===== config.mk =====
export PLATFORM = sky130hd
export DESIGN_NAME = mux_tree_sequencer
export DESIGN_NICKNAME = d
export VERILOG_FILES = /design/src/rtl/mux_tree_pkg.sv /design/src/rtl/mux_settle_timer.sv /design/src/rtl/mux_tree_sequencer.sv
export SDC_FILE = /design/constraint.sdc
export NUM_CORES = 1
export LEC_CHECK = 0
export CAP_MARGIN = 20
export CORE_ASPECT_RATIO = 0.75
export CORE_MARGIN = 5
export CORE_UTILIZATION = 30
export DETAILED_ROUTE_END_ITERATION = 7
export HOLD_SLACK_MARGIN = 0.08
export SLEW_MARGIN = 25
export SYNTH_ARGS = -nofsm -noshare
export SYNTH_HDL_FRONTEND = slang
export SYNTH_SLANG_ARGS = --single-unit

===== constraint.sdc =====
create_clock -name clk -period 2.2 [get_ports clk]
set_input_delay 0.33 -clock clk [delete_from_list [all_inputs] [get_ports clk]]
set_output_delay 0.33 -clock clk [all_outputs]
set_load 0.02 [all_outputs]

===== src/rtl/mux_tree_pkg.sv =====
// Shared types and helpers for the analog mux-tree sequencer: FSM states, select decode, channel stepping.
package mux_tree_pkg;

    typedef enum logic [2:0] {
        IDLE,
        BREAK,
        SWITCH,
        SETTLE,
        DONE,
        DWELL
    } state_t;

    // Level k select is simply address bits [k*SEL_W +: SEL_W], so the packed sel bus equals the address.
    function automatic logic [31:0] sel_decode(input logic [31:0] addr);
        return addr;
    endfunction

    function automatic logic [31:0] next_ch(input logic [31:0] addr, input int unsigned num_ch);
        return (addr + 32'd1 >= num_ch) ? 32'd0 : addr + 32'd1;
    endfunction

endpackage


===== src/rtl/mux_settle_timer.sv =====
// Loadable down-counter shared by the break, settle and dwell phases; start loads load_val.
// expire is high during the last of load_val cycles after the load edge (combinational, no backpressure).
module mux_settle_timer #(
    parameter int CNT_W = 5
) (
    input  logic             clk,
    input  logic             rst_n,
    input  logic             start,
    input  logic [CNT_W-1:0] load_val,
    output logic             expire
);

    logic [CNT_W-1:0] cnt;

    always_ff @(posedge clk or negedge rst_n) begin
        if (!rst_n) begin
            cnt <= '0;
        end else if (start) begin
            cnt <= load_val;
        end else if (cnt != '0) begin
            cnt <= cnt - CNT_W'(1);
        end
    end

    assign expire = (cnt == CNT_W'(1));

endmodule


===== src/rtl/mux_tree_sequencer.sv =====
// Drives a LEVELS-deep tree of 2^SEL_W:1 analog muxes with break-before-make switching and a settle strobe.
// Accept to sample_stb is 2+BBM_CYC+SETTLE_CYC cycles; cmd_ready is low while busy or scanning, no queueing.
module mux_tree_sequencer
    import mux_tree_pkg::*;
#(
    parameter int  LEVELS     = 3,
    parameter int  SEL_W      = 3,
    parameter int  NUM_CH     = 48,
    parameter int  BBM_CYC    = 2,
    parameter int  SETTLE_CYC = 16,
    parameter int  DWELL_CYC  = 4,
    localparam int ADDR_W     = LEVELS * SEL_W
) (
    input  logic              clk,
    input  logic              rst_n,
    input  logic              cmd_valid,
    output logic              cmd_ready,
    input  logic [ADDR_W-1:0] cmd_addr,
    input  logic              scan_en,
    output logic [ADDR_W-1:0] sel,
    output logic              mux_en,
    output logic [ADDR_W-1:0] cur_addr,
    output logic              settled,
    output logic              sample_stb,
    output logic              busy,
    output logic              err_range
);

    localparam int MAX_CYC = (BBM_CYC > SETTLE_CYC)
                           ? ((BBM_CYC > DWELL_CYC) ? BBM_CYC : DWELL_CYC)
                           : ((SETTLE_CYC > DWELL_CYC) ? SETTLE_CYC : DWELL_CYC);
    localparam int CNT_W = $clog2(MAX_CYC + 1);
    localparam logic [CNT_W-1:0] BBM_LD    = CNT_W'(BBM_CYC);
    localparam logic [CNT_W-1:0] SETTLE_LD = CNT_W'(SETTLE_CYC);
    localparam logic [CNT_W-1:0] DWELL_LD  = CNT_W'(DWELL_CYC);
    localparam logic [31:0]      NUM_CH_U  = NUM_CH;

    state_t            state, state_nxt;
    logic [ADDR_W-1:0] target, target_nxt, sel_nxt, cur_nxt, sw_tgt, ch_after;
    logic              mux_en_nxt, settled_nxt, stb_nxt, err_nxt;
    logic              tmr_start, tmr_expire, start_sw, cmd_legal;
    logic [CNT_W-1:0]  tmr_val;

    mux_settle_timer #(.CNT_W(CNT_W)) u_timer (
        .clk      (clk),
        .rst_n    (rst_n),
        .start    (tmr_start),
        .load_val (tmr_val),
        .expire   (tmr_expire)
    );

    assign cmd_ready = (state == IDLE) && !scan_en;
    assign busy      = (state != IDLE);
    assign cmd_legal = (32'(cmd_addr) < NUM_CH_U);
    assign ch_after  = ADDR_W'(next_ch(32'(cur_addr), NUM_CH));

    always_comb begin
        state_nxt   = state;
        target_nxt  = target;
        sel_nxt     = sel;
        cur_nxt     = cur_addr;
        mux_en_nxt  = mux_en;
        settled_nxt = settled;
        stb_nxt     = 1'b0;
        err_nxt     = 1'b0;
        tmr_start   = 1'b0;
        tmr_val     = '0;
        start_sw    = 1'b0;
        sw_tgt      = target;

        case (state)
            IDLE: begin
                if (scan_en) begin
                    start_sw = 1'b1;
                    sw_tgt   = settled ? ch_after : '0;
                end else if (cmd_valid) begin
                    if (!cmd_legal) begin
                        err_nxt = 1'b1;
                    end else if (cmd_addr == cur_addr && settled) begin
                        state_nxt = DONE;
                        stb_nxt   = 1'b1;
                    end else begin
                        start_sw = 1'b1;
                        sw_tgt   = cmd_addr;
                    end
                end
            end
            BREAK: begin
                if (tmr_expire) begin
                    state_nxt = SWITCH;
                    sel_nxt   = ADDR_W'(sel_decode(32'(target)));
                    cur_nxt   = target;
                end
            end
            SWITCH: begin
                state_nxt  = SETTLE;
                mux_en_nxt = 1'b1;
                tmr_start  = 1'b1;
                tmr_val    = SETTLE_LD;
            end
            SETTLE: begin
                if (tmr_expire) begin
                    state_nxt   = DONE;
                    settled_nxt = 1'b1;
                    stb_nxt     = 1'b1;
                end
            end
            DONE: begin
                if (!scan_en) begin
                    state_nxt = IDLE;
                end else if (DWELL_CYC == 0) begin
                    start_sw = 1'b1;
                    sw_tgt   = ch_after;
                end else begin
                    state_nxt = DWELL;
                    tmr_start = 1'b1;
                    tmr_val   = DWELL_LD;
                end
            end
            DWELL: begin
                // Scan stop during dwell leaves the channel routed and settled.
                if (!scan_en) begin
                    state_nxt = IDLE;
                end else if (tmr_expire) begin
                    start_sw = 1'b1;
                    sw_tgt   = ch_after;
                end
            end
            default: state_nxt = IDLE;
        endcase

        if (start_sw) begin
            state_nxt   = BREAK;
            target_nxt  = sw_tgt;
            mux_en_nxt  = 1'b0;
            settled_nxt = 1'b0;
            tmr_start   = 1'b1;
            tmr_val     = BBM_LD;
        end
    end

    always_ff @(posedge clk or negedge rst_n) begin
        if (!rst_n) begin
            state      <= IDLE;
            target     <= '0;
            sel        <= '0;
            cur_addr   <= '0;
            mux_en     <= 1'b0;
            settled    <= 1'b0;
            sample_stb <= 1'b0;
            err_range  <= 1'b0;
        end else begin
            state      <= state_nxt;
            target     <= target_nxt;
            sel        <= sel_nxt;
            cur_addr   <= cur_nxt;
            mux_en     <= mux_en_nxt;
            settled    <= settled_nxt;
            sample_stb <= stb_nxt;
            err_range  <= err_nxt;
        end
    end

endmodule

# Yosys cells after proc, flatten, opt, wreduce, memory -nomap -nowiden
# Index checks and enable logic that the tools add are counted.
[totals] reg_bits=30 latch_bits=0 ram_bits=0 rom_bits=0 in_bits=13 wordCells=94 n_memories=0
[op_classes] addsub=2 n_mul=0 n_div=0 n_lt_le_gt_ge=2 eq_ne=19 shift=0 n_mux=48 bitwise_logic=0 reduce_logical=15
[ops] op="$mux W9" n=8
[ops] op="$mux W3" n=10
[ops] op="$ne A3 B3 Y1 const B" n=9
[ops] op="$mux W1" n=21
[ops] op="$pmux W3 S6" n=1
[ops] op="$pmux W9 S2" n=1
[ops] op="$mux W5" n=3
[ops] op="$reduce_and A7 Y1" n=2
[ops] op="$add A9 B1 Y10 const B" n=1
[ops] op="$ge A10 B6 Y1 const B" n=1
[ops] op="$pmux W5 S2" n=1
[ops] op="$reduce_bool A2 Y1" n=5
[ops] op="$eq A9 B9 Y1" n=1
[ops] op="$lt A9 B6 Y1 const B" n=1
[ops] op="$eq A3 B2 Y1 const B" n=2
[ops] op="$eq A3 B3 Y1 const B" n=2
[ops] op="$pmux W1 S2" n=3
[ops] op="$eq A5 B1 Y1 const B" n=1
[ops] op="$reduce_bool A5 Y1" n=1
[ops] op="$sub A5 B1 Y5 const B" n=1
[ops] op="$ne A2 B2 Y1 const B" n=2
[ops] op="$reduce_and A2 Y1" n=2
[ops] op="$eq A3 B1 Y1 const B" n=1
[ops] op="$logic_not A3 Y1" n=1
[ops] op="other kinds (4)" n=5

# Depth between registers and ports, before layout
[depth] depth_word=9 depth_mapped=8 ltp_nobuf=7

# Hierarchy
# Synthesis repeated with hierarchy kept, for this count alone.
[hier_totals] cells_unflattened=185 area_unflattened_um2=1839.3
[modules_own_cells] module="mux_tree_sequencer" instances=1 cells_per_inst=156 area_each_um2=1536.5 seq_area_each_um2=625.6
[modules_own_cells] module="mux_settle_timer" instances=1 cells_per_inst=29 area_each_um2=302.8 seq_area_each_um2=125.1

# Worst setup path after synthesis
# OpenSTA, ideal clock, no wires.
[synth_path] path_kind="register to register" startpoint="register cur_addr[7]" endpoint="register target[0]" setup_time_ns=0.145 t_arrival_ns=1.648 required_time_ns=2.055 path_slack_ns=0.407 path_stages_with_launch=7 path_cell_list="dfrtp_1 clkbuf_1 xnor2_1 nand4_1 o31a_2 o211ai_4 o221ai_1"
[synth_between] elab_chain_len=8 word_cells_on_any_way=17
[synth_lines] element="start, declared" line="mux_tree_sequencer.sv:22" source="output logic [ADDR_W-1:0] cur_addr,"
[synth_lines] element="start signal, assigned" line="mux_tree_sequencer.sv:156" source="cur_addr <= cur_nxt;"
[synth_lines] element="parallel branches: the longest is 8 deep, another holds $add A9 B1 Y10"
[synth_lines] element="end signal, assigned" line="mux_tree_sequencer.sv:154" source="target <= target_nxt;"
[synth_lines] element="end, declared" line="mux_tree_sequencer.sv:39" source="logic [ADDR_W-1:0] target, target_nxt, sel_nxt, cur_nxt, sw_tgt, ch_after;"
# Parallel ways; which one is timed is not known. The select of a mux whose other input is x is not followed.
# A chain may end at the register's enable or synchronous reset.

# Worst setup path in the final report
[layout_path] startpoint="register state[0]" endpoint="output port busy"
[layout_between] elab_chain_len=1
[layout_lines] element="start, declared" line="mux_tree_sequencer.sv:38" source="state_t state, state_nxt;"
[layout_lines] element="start signal, assigned" line="mux_tree_sequencer.sv:153" source="state <= state_nxt;"
[layout_lines] element="$reduce_bool A3 Y1" line="mux_tree_sequencer.sv:53" source="assign busy = (state != IDLE);"
[layout_lines] element="end, declared" line="mux_tree_sequencer.sv:25" source="output logic busy,"
# No other way between the ends.

==> key figures <==
Power and ir drop
  • PwrDens: 1230 mW/mm2
  • Worst VDD drop: 0.337 mV
  • Leakage: slightly above 0.001 uW

Synth
  • Syn Std Cell Area: roughly 0.0019 mm2
  • Synth cell types: 49
  • Top_reg_cell synth: dfrtp_1
  • Syn Area/Cell: about 9.9 um2
  • Sequential area share after synthesis: 0.397
  • Synth Instances: approximately 190
  • Post-synth ARST share: 1.00
  • Post-synth EDFFs: 0
  • Yosys reg bits: 30
  • Synthesis Warnings: 0
  • Syn Nets: between 200 and 250

Setup path
  • Crit path required time: around 1.9 ns
  • Family with the most delay on the worst path: buffers and inverters
  • Startpoint types: flop
  • Crit path largest cell delay: 0.54 ns
  • Data arrival, critical path: approximately 1.8 ns
  • Slowest CP cell: clkdlybuf4s50_1
  • WS Path Type: flop to output pin
  • Bufs and invs on worst path: 2
  • CP endpoint kind: output pin
  • Crit-path cells: or3_1, buf_4, clkdlybuf4s50_1
  • Crit-path max FO: 4

Cells and area
  • NumNets Final: around 250
  • Diode count: 0
  • Share of cells above drive strength 1: 0.191
  • Area growth syn-to-layout: 29.2%
  • Fin area: approximately 0.0024 mm2

STA
  • Final-report max-slew violation count: 0
  • Final Setup Violations: 0
  • Crit path time final: roughly 2.1 ns
  • Clock skew: about 0.0056 ns
  • Unrepaired setup endpoints after global routing: no
  • Slew headroom: 0.625
  • F_max: 0.481 GHz
  • Hold Vio Cnt, Final: 0
  • Final worst path period share: 0.945
  • Worst Tran Pin Value: approximately 0.56 ns
  • Post-Route Setup TNS: 0 ns
  • Worst hold margin: between 0.4 and 0.5 ns

Routing
  • Avg Vias per Cell: between 5 and 6
  • Vias: roughly 1600
  • Total wire length: 5.01 mm
  • Post-route ant nets: 0
  • Pre-antenna DRT Iters: 4
  • # DRC: 0
  • Initial detailed-routing violation count: ~110
  • WL/cell: around 16 um

Flow run
  • MaxCap Viol Count: 0

Global route
  • Number of global-route vias before repair: ~1600
  • Gr usage total: 0.133
  • Largest net degree at the start of global routing: 31
  • Overflow after GRT: 0
  • Initial antenna violation count: 0
  • First-pass GRT wire length: between 8 and 9 mm

Clock network
  • PostCTS Resize Cnt: 1
  • CTS tree: built
  • # hold bufs at CTS: 0
  • Num CTS Buffers: 5
  • Clock latency on the worst-skew pair: ~0.28 ns
  • Clock sinks: 30
  • CTS root buffer: clkbuf_8
  • Maximum buffer depth of the clock tree: 2
  • H-Tree Depth: 2
  • Postcts setup bufs: 0
  • Clock transition at path regs: around 0.070 ns

Min path
  • Hold Path Class: input pin to async pin

Floorplanning
  • Die area: about 0.0080 mm2
  • Core Rows: 25
  • Starting Density: 0.304
  • I/O Pins: 37
  • Die Y: between 70 and 80 um
  • Die span in x: roughly 100 um
  • Core area: 0.00622 mm2

Place
  • Area after DPL: 0.00237 mm2
  • GPL Wtd Cong: about 0.9
  • HPWL after DPL: 3.77 mm
  • I/O Buffers: 36

Run status
  • Outcome: finished clean
## worst register-to-register path: cells and delay by family (launching register included)
family                   cells  cell delay [ns]
AO/OA/AOI/OAI                1             0.21
flip-flops                   1             0.37
AND/OR/NAND/NOR              4             0.76
buffers and inverters        2             0.30
adder cells (fa/ha/maj)      1             0.19
## kinds of logic (layout without fill, tap and decap cells)
| group | count (synthesis) | count (layout) | share of synthesized area |
|---|---|---|---|
| flops | 30 | 30 | 0.397 |
| mux | 9 | 9 | 0.0535 |
| xor+xnor | 18 | 18 | 0.0833 |
| fa+ha+maj | 3 | 3 | 0.0198 |
| compound gates | 40 | 40 | 0.168 |
| buf+inv | 26 | 69 | 0.0800 |
| simple gates | 66 | 66 | 0.199 |
## metrics by stage
stage | utilization | power (uW) | setup WS, ns | instances
after floorplan | - | 2050 | 0.407 | 192
after global placement | 0.381 | 2590 | 0.00772 | 309
after detailed placement | 0.381 | 2590 | 0.00974 | 309
after CTS | 0.393 | 3030 | 0.105 | 316
after global routing | 0.393 | 3250 | 0.0503 | 316
final | 0.393 | 3000 | 0.121 | 316
## layout by cell type, fill, tap and decap left out, drive strengths merged, types with 4 or more instances in the layout
cell type,instances
inv,8
clkbuf,5
xor2,4
clkdlybuf4s50,35
and3,5
o221ai,7
nor2,14
nand3,15
xnor2,14
a21oi,5
mux2,9
dfrtp,30
nand2,12
buf,18
nor3,4
o21ai,6
## registers in the layout, summed over array words and instances (netlist names)
| register | count |
|---|---|
| err_range | 1 |
| settled | 1 |
| u_timer.cnt | 5 |
| mux_en | 1 |
| state | 3 |
| target | 9 |
| cur_addr | 9 |
| sample_stb | 1 |
## synth_stat cells, types with 4 or more instances
cell type	instances	share of area
dfrtp_1	30	0.40
nand3_1	14	0.037
xnor2_1	14	0.065
nor2_1	13	0.026
nand2_1	12	0.024
buf_4	9	0.036
mux2_2	9	0.054
inv_1	8	0.016
o21ai_0	6	0.016
o221ai_1	6	0.028
a21oi_1	5	0.013
and3_1	5	0.017
buf_2	4	0.011
xor2_1	4	0.019
## area by class of cell
class,instances,area (um2)
fillers,616,3780
well taps,81,101
clock buffers,5,68.8
flip-flops and latches,30,751
repair buffers,54,494
inverters,8,30.0
clock inverters,2,10.0
multi-input cells,136,991
## per-layer routing
metal | track usage | part of all wire | up-vias
met3 | 0.0334 | 0.072 | 4
met5 | 0 | 0 | -
met1 | 0.209 | 0.51 | 778
li1 | - | - | 780
met2 | 0.179 | 0.41 | 50
met4 | 0.0279 | 0.0054 | 0
## worst paths after layout
kind / endpoint / from / cells after the start / slack [ns]
max in group asynchronous: cur_addr[1] / rst_n / 2 / 1.46
worst min register to register: cur_addr[8] / target[8] / 1 / 0.50
min in group clk: cur_addr[8] / target[8] / 1 / 0.50
worst max register to register: u_timer.cnt[3] / u_timer.cnt[1] / 8 / 0.28
worst min-delay path: cur_addr[4] / rst_n / 2 / 0.43
worst max-delay path: busy / state[0] / 3 / 0.12
## power by group
group	leakage (uW)	total, uW	switching, uW	internal, uW
registers	0.000393	965	217	748
logic	0.000603	1610	837	777
clock network	0.0000438	426	214	212
total	0.00104	3000	1270	1740
(Power assumes the default switching activity.)
